`config.mk`:
```
export PLATFORM = sky130hd
export DESIGN_NAME = mem_access
export DESIGN_NICKNAME = d
export VERILOG_FILES = /design/src/rtl/mem_access.sv
export SDC_FILE = /design/constraint.sdc
export NUM_CORES = 1
export LEC_CHECK = 0
export ABC_AREA = 1
export CAP_MARGIN = 20
export CELL_PAD_IN_SITES_DETAIL_PLACEMENT = 0
export CELL_PAD_IN_SITES_GLOBAL_PLACEMENT = 2
export CORE_MARGIN = 4
export CORE_UTILIZATION = 30
export DETAILED_ROUTE_END_ITERATION = 16
export PLACE_DENSITY = 0.81
export SLEW_MARGIN = 20
export SYNTH_ARGS = -nofsm -noshare
export SYNTH_HDL_FRONTEND = slang
export SYNTH_SLANG_ARGS = --single-unit
```
`constraint.sdc`:
```
create_clock -name clk -period 2.4 [get_ports clk]
set_clock_uncertainty 0.1 [all_clocks]
set_input_delay 0.48 -clock clk [delete_from_list [all_inputs] [get_ports clk]]
set_output_delay 0.48 -clock clk [all_outputs]
set_load 0.1 [all_outputs]
```
`src/rtl/mem_access.sv`:
```
// Memory stage of the vector pipeline: unpacks the execute buffer, serialises scalar/vector
// loads and stores over one synchronous N-bit port (one lane per cycle), then issues a writeback bundle.
module mem_access #(
    parameter int N  = 24,
    parameter int M  = 6,
    parameter int BW = 17 + 2 * N * M
) (
    input  logic              clk,
    input  logic              rst,
    input  logic              en,
    input  logic              inValid,
    input  logic [BW-1:0]     bufferIn,
    output logic              stall,
    output logic [N-1:0]      memAddr,
    output logic [N-1:0]      memWData,
    output logic              memWE,
    output logic              memRE,
    input  logic [N-1:0]      memRData,
    output logic              wbValid,
    output logic              wbModeSel,
    output logic              wbRegWrite,
    output logic              wbMemToReg,
    output logic [3:0]        wbRc,
    output logic [M*N-1:0]    wbAluResult,
    output logic [M*N-1:0]    wbReadData
);

    localparam int LW = (M > 1) ? $clog2(M) : 1;

    typedef enum logic [1:0] {IDLE, ACCESS, DRAIN} state_t;

    // Field order mirrors the execute buffer from MSB down, so a plain assignment unpacks it.
    typedef struct packed {
        logic                mode_sel;
        logic [1:0]          op_type;
        logic [3:0]          op_code;
        logic [M-1:0][N-1:0] alu_result;
        logic                zero_flag;
        logic                neg_flag;
        logic                branch_flag;
        logic                mem_write;
        logic                mem_to_reg;
        logic                reg_write;
        logic [3:0]          rc;
        logic [M-1:0][N-1:0] rd3;
    } exec_buf_t;

    state_t              state;
    exec_buf_t           dec;
    exec_buf_t           ins;
    logic [LW-1:0]       lane;
    logic [LW-1:0]       last_lane;
    logic                pending;
    logic [LW-1:0]       pend_lane;
    logic [M-1:0][N-1:0] rd_buf;
    logic [M-1:0][N-1:0] rd_merged;
    logic                complete;
    logic                from_input;
    logic                unused_fields;

    assign dec        = bufferIn;
    assign last_lane  = ins.mode_sel ? LW'(M - 1) : '0;
    assign from_input = (state == IDLE);

    // Flags and opcode travel with the instruction but nothing in this stage consumes them.
    assign unused_fields = ^{ins.op_type, ins.op_code, ins.zero_flag, ins.neg_flag, ins.branch_flag};

    assign stall    = (state != IDLE);
    assign memAddr  = ins.alu_result[0] + N'(lane);
    assign memWData = ins.rd3[lane];
    assign memWE    = en && (state == ACCESS) && ins.mem_write;
    assign memRE    = en && (state == ACCESS) && !ins.mem_write;

    // NOTE: every always_comb output gets a default first so no path leaves it unassigned (no latch).
    always_comb begin
        rd_merged = rd_buf;
        if (pending) rd_merged[pend_lane] = memRData;

        complete = 1'b0;
        case (state)
            IDLE:    complete = inValid && !dec.mem_write && !dec.mem_to_reg;
            ACCESS:  complete = (lane == last_lane) && ins.mem_write;
            DRAIN:   complete = 1'b1;
            default: complete = 1'b0;
        endcase
    end

    // NOTE: state is updated with non-blocking assignments only, so every register samples
    // pre-edge values regardless of statement order.
    always_ff @(posedge clk or negedge rst) begin
        if (!rst) begin
            // NOTE: the small read-assembly buffer is reset too, so an aborted load never leaks data.
            state       <= IDLE;
            ins         <= '0;
            lane        <= '0;
            pending     <= 1'b0;
            pend_lane   <= '0;
            rd_buf      <= '0;
            wbValid     <= 1'b0;
            wbModeSel   <= 1'b0;
            wbRegWrite  <= 1'b0;
            wbMemToReg  <= 1'b0;
            wbRc        <= '0;
            wbAluResult <= '0;
            wbReadData  <= '0;
        end else begin
            // Read return is tracked even while the stage is frozen; memory answers regardless.
            pending <= memRE;
            if (memRE) pend_lane <= lane;
            rd_buf <= rd_merged;

            if (en) begin
                case (state)
                    IDLE: begin
                        if (inValid) begin
                            ins  <= dec;
                            lane <= '0;
                            if (dec.mem_write || dec.mem_to_reg) begin
                                state  <= ACCESS;
                                rd_buf <= '0;
                            end
                        end
                    end
                    ACCESS: begin
                        if (lane == last_lane) begin
                            lane  <= '0;
                            state <= ins.mem_write ? IDLE : DRAIN;
                        end else begin
                            lane <= lane + 1'b1;
                        end
                    end
                    DRAIN:   state <= IDLE;
                    default: state <= IDLE;
                endcase

                wbValid <= complete;
                if (complete) begin
                    wbModeSel   <= from_input ? dec.mode_sel   : ins.mode_sel;
                    wbRegWrite  <= from_input ? dec.reg_write  : ins.reg_write;
                    wbMemToReg  <= from_input ? dec.mem_to_reg : ins.mem_to_reg;
                    wbRc        <= from_input ? dec.rc         : ins.rc;
                    wbAluResult <= from_input ? dec.alu_result : ins.alu_result;
                    wbReadData  <= (state == DRAIN) ? rd_merged : '0;
                end
            end
        end
    end

endmodule

```
# Word-level counts from Yosys, hierarchy flattened
# Index checks and enable logic that the tools add are counted.
# W data, S select, Z words.
[word_totals]
out_inout_bits = 347
word_cells = 89
regBits = 745
[op_classes]
n_lt_le_gt_ge = 3
n_reduce_logical = 18
mux = 26
eq_ne = 6
n_addsub = 2
[ops]
columns = ["op", "count"]
rows = [
  ["$mux W144", 7],
  ["$bwmux W144", 1],
  ["$bmux W24 S3", 1],
  ["$demux W24 S3", 1],
  ["$mux W24", 2],
  ["$add A24 B3 Y24", 1],
  ["$mux W3", 3],
  ["$lt A3 B4 Y1 const B", 2],
  ["$mux W2", 4],
  ["$logic_and A1 B1 Y1", 7],
  ["$pmux W3 S2", 1],
  ["$reduce_and A3 Y1", 2],
  ["$mux W4", 1],
  ["$ne A2 B1 Y1 const B", 2],
  ["$pmux W2 S2", 1],
  ["$reduce_and A4 Y1", 1],
  ["$reduce_bool A2 Y1", 2],
  ["$add A3 B1 Y3 const B", 1],
  ["$eq A3 B3 Y1", 1],
  ["$ge A3 B1 Y1 const B", 1],
  ["$logic_not A1 Y1", 3],
  ["$mux W1", 3],
  ["$pmux W1 S3", 1],
  ["$eq A2 B1 Y1 const B", 1],
  ["other kinds (5)", 5],
]

# Logic depth before layout (Yosys ltp)
[logic_depth]
depth_word = 10
mapped_depth = 10

# Worst setup path after synthesis
# Ideal clock, no wire load.
[synth_path]
kind = "register to output"
from = "reg lane[0]"
to = "out memWData[10]"
arrival_time_ns = 3.283
slack_ns = -1.463
path_buffers = 3
stages_incl_launch_ff = 7
path_cell_list = "dfrtp_1 clkbuf_1 inv_1 buf_2 clkbuf_1 nor2_1 o21ai_0"
[synth_via]
elab_chain_len = 2
[synth_lines]
columns = ["element", "line", "rtl"]
rows = [
  ["from (decl)", "51", "logic [LW-1:0] lane;"],
  ["from (signal assigned)", "129", "lane <= lane + 1'b1;"],
  ["$bmux W24 S3", "70", "assign memWData = ins.rd3[lane];"],
  ["$mux W24 (not written as such)", "70", ""],
  ["to (decl)", "15", "output logic [N-1:0] memWData,"],
]
# Every way passes these cells. The select of a mux whose other input is x is not followed.

# Final worst setup path
[layout_path]
from = "reg ins[154] in the netlist's numbering"
to = "out memAddr[10]"
[layout_via]
elab_chain_len = 1
[layout_lines]
columns = ["element", "line", "rtl"]
rows = [
  ["from (decl)", "50", "exec_buf_t ins;"],
  ["from (signal assigned)", "94", "ins <= '0;"],
  ["from (signal assigned)", "116", "ins <= dec;"],
  ["$add A24 B3 Y24", "69", "assign memAddr = ins.alu_result[0] + N'(lane);"],
  ["to (decl)", "14", "output logic [N-1:0] memAddr,"],
]
# Every way passes these cells.

==> flow_metrics.py <==
metrics = {
    "clock_network": {
        "cts_tree": "done",
        "htreeDepth": 3,
        "path_clk_slew_ps": 60,
        "cts_buffers": 91,
        "clkSinkCount": 745,
        "ctsLongestPathBuffers": 3,
        "clk_latency_ps": 670,
        "cts-root-buf": "clkbuf_16",
    },
    "die": {
        "core_region_area_um2": 112500,
        "die_area_um2": 118800,
        "fp.dieH_um": 344.6,
        "start_util_pct": 30.21,
        "row_count": 123,
        "num_io_pins": 680,
        "die_w_um": 344.6,
    },
    "timing": {
        "tns_ps": -23090,
        "fmax_mhz": 331.8,
        "post-route-period-util_pct": 125.6,
        "tightest_slew_ps": 852.2,
        "setup_ws_ps": -613.8,
        "rsz0062_at_grt": "yes",
        "slew_violations": 0,
        "hold_slack_ps": 63.28,
        "period_minus_slack_ps": 3014,
        "slew_headroom_pct": 43.18,
        "hold_viol_final": 0,
        "setup-violations-final": 47,
    },
    "placement": {
        "place_inst": 6486,
        "io_buffers": 670,
        "gp_congestion": 0.8166,
        "hpwl_um": 90030,
        "place_ws_ps": -32.63,
    },
    "setup_path": {
        "r2r_slack_ps": 170,
        "r2r-end": "wbAluResult[119]$_DFFE_PN0P_",
        "endpoint_kind": "primary output",
        "worstSetupPathType": "flop to primary output",
        "arrival_ps": 2430,
        "critPathMaxFanout": 4,
        "reg2regPathDepth": 9,
        "crit_path_start_kind": "flop",
        "r2r_start": "lane[0]$_DFFE_PN0P_",
        "required_ps": 1820,
    },
    "run": {
        "drv_cap": 0,
    },
    "power": {
        "leakage_nw": 24.24,
        "vdd_drop_max_uv": 1428,
        "power_density_nw_per_um2": 1551,
        "p_total_mw": 73.58,
    },
    "route": {
        "wl_per_cell_um": 19.57,
        "drc": 0,
        "routed_wl_um": 130700,
        "viasPerCell": 4.604,
        "dr.pass1.iters": 7,
        "route.vias.total": 30760,
        "drtIter0Drc": 1897,
        "postRouteAntennaNets": 0,
    },
    "synthesis": {
        "yosys_warnings": 0,
        "syn_nets": 4771,
        "ys_types": 25,
        "synthesis.area_um2": 33990,
        "ys_ff_latch": 745,
        "avgSynthCellArea_um2": 7.668,
        "synth_seq_area_share_pct": 54.85,
        "syn_inst": 4433,
    },
    "finish": {
        "final_cells": 6680,
        "n_fill_cell": 11530,
        "regArea_um2": 18650,
        "multi_input_area_um2": 13640,
        "synthToLayoutAreaGrowth_pct": 39.56,
        "layout_common_cells": "1697 x nand2_1, 737 x dfrtp_1, 448 x nand3_1",
        "nets": 5429,
        "final_common_cell": "nand2_1",
        "drive_above_1_share_pct": 15.60,
    },
    "global_routing": {
        "antenna_found_initial": 28,
        "grt_use_total_pct": 21.66,
        "grt.overflow.total": 0,
        "grt_max_degree": 162,
        "grt_pass1_wl_um": 195900,
        "grt_pass1_vias": 30590,
    },
    "hold_path": {
        "hold_end": "wbAluResult[22]$_DFFE_PN0P_",
        "min_from": "en",
        "whs_path_depth": 3,
        "hp-class": "input port to flop",
    },
    "outcome": {
        "outcome": "finished, violations left",
        "violations": "setup timing",
    },
}
## synthesized netlist by cell type
master / n / area share, %
nor2_8: 1 / 0.059
buf_1: 25 / 0.28
nor3_1: 3 / 0.044
ha_1: 4 / 0.15
nor2_1: 403 / 4.5
nand4_1: 4 / 0.074
clkinv_1: 1 / 0.011
inv_1: 338 / 3.7
o21ai_0: 381 / 5.6
nand2_1: 1726 / 19
nand2b_1: 1 / 0.018
inv_2: 2 / 0.022
o21ai_1: 28 / 0.41
dfrtp_1: 745 / 55
nand2_2: 2 / 0.037
inv_4: 1 / 0.018
nor2_4: 2 / 0.066
a21oi_1: 6 / 0.088
xor2_1: 12 / 0.31
buf_4: 2 / 0.044
nand3_1: 455 / 6.7
buf_2: 142 / 2.1
fa_1: 1 / 0.059
clkbuf_1: 122 / 1.3
o22ai_1: 26 / 0.48
## metrics by stage
step                instance area [µm²]  utilization (%)
finish                            47440            42.17
global route                      47430            42.16
CTS                               47300            42.04
detailed placement                43800            38.93
global placement                  43800            38.93
floorplan                         34570                -
## worst max path at each step
| stage | from | depth (start not counted) | end | slack, ps |
|---|---|---|---|---|
| 2_1_floorplan | lane[0]$_DFFE_PN0P_ | 6 | memAddr[14] | -190 |
| 3_3_place_gp | lane[0]$_DFFE_PN0P_ | 7 | memAddr[14] | -30 |
| 3_5_place_dp | ins[154]$_DFFE_PN0P_ | 7 | memAddr[14] | -30 |
| 4_1_cts | ins[154]$_DFFE_PN0P_ | 7 | memAddr[14] | -710 |
| 5_1_grt | ins[154]$_DFFE_PN0P_ | 7 | memAddr[10] | -750 |
| 6_report | ins[154]$_DFFE_PN0P_ | 7 | memAddr[10] | -610 |
## area by class of cell
class	count	share of cell area, %
flip-flops and latches	745	39.32
multi-input cells	3055	28.76
repair buffers	856	18.51
clock buffers	129	5.655
well taps	1500	3.956
inverters	342	2.767
clock inverters	34	0.9337
diodes	19	0.1002
## report_power, final
part / internal [mW] / switching (mW)
Clock: 8.74 / 5.72
Sequential: 17.2 / 2.70
Combinational: 10.8 / 28.4
## worst max-delay path: stages (launching register included)
cell	delay (ps)
dfrtp_1	410
ha_4	180
fa_2	360
a21oi_4	150
nand2b_4	200
nor2_2	80
xor2_4	200
buf_12	200
## state kept, by name, summed over array words and instances, names as in the netlist
register     flops
ins            296
rd_buf         144
wbAluResult    144
wbReadData     144
wbRc             4
lane             3
pend_lane        3
state            2
pending          1
wbMemToReg       1
wbModeSel        1
wbRegWrite       1
wbValid          1
## kinds of logic after synthesis
group,synth area share (%)
and+or+nand+nor,30.51
DFF,54.85
buffers and inverters,7.542
AOI/OAI and AO/OA,6.589
xor gates and xnor gates,0.3092
adders and majority gates,0.2061
## routing by layer
| metal | vias to the layer above | global-route usage [%] | routed length [µm] |
|---|---|---|---|
| met5 | - | 0 | 78 |
| met4 | 14 | 8.460 | 5207 |
| met3 | 224 | 4.845 | 7435 |
| met2 | 774 | 34.84 | 61170 |
| met1 | 14600 | 28.44 | 56830 |
| li1 | 15140 | - | - |
## timing repair
item | CTS | global route
endpoints found under the hold margin | 279 | 0
cloned | 3 | 0
pin swaps | 18 | 12
setup endpoints to repair | 48 | 64
hold buffers | 1 | 0
resized for setup | 61 | 20
setup buffers | 7 | 2
Note: power is estimated with default switching activity, not from simulation.
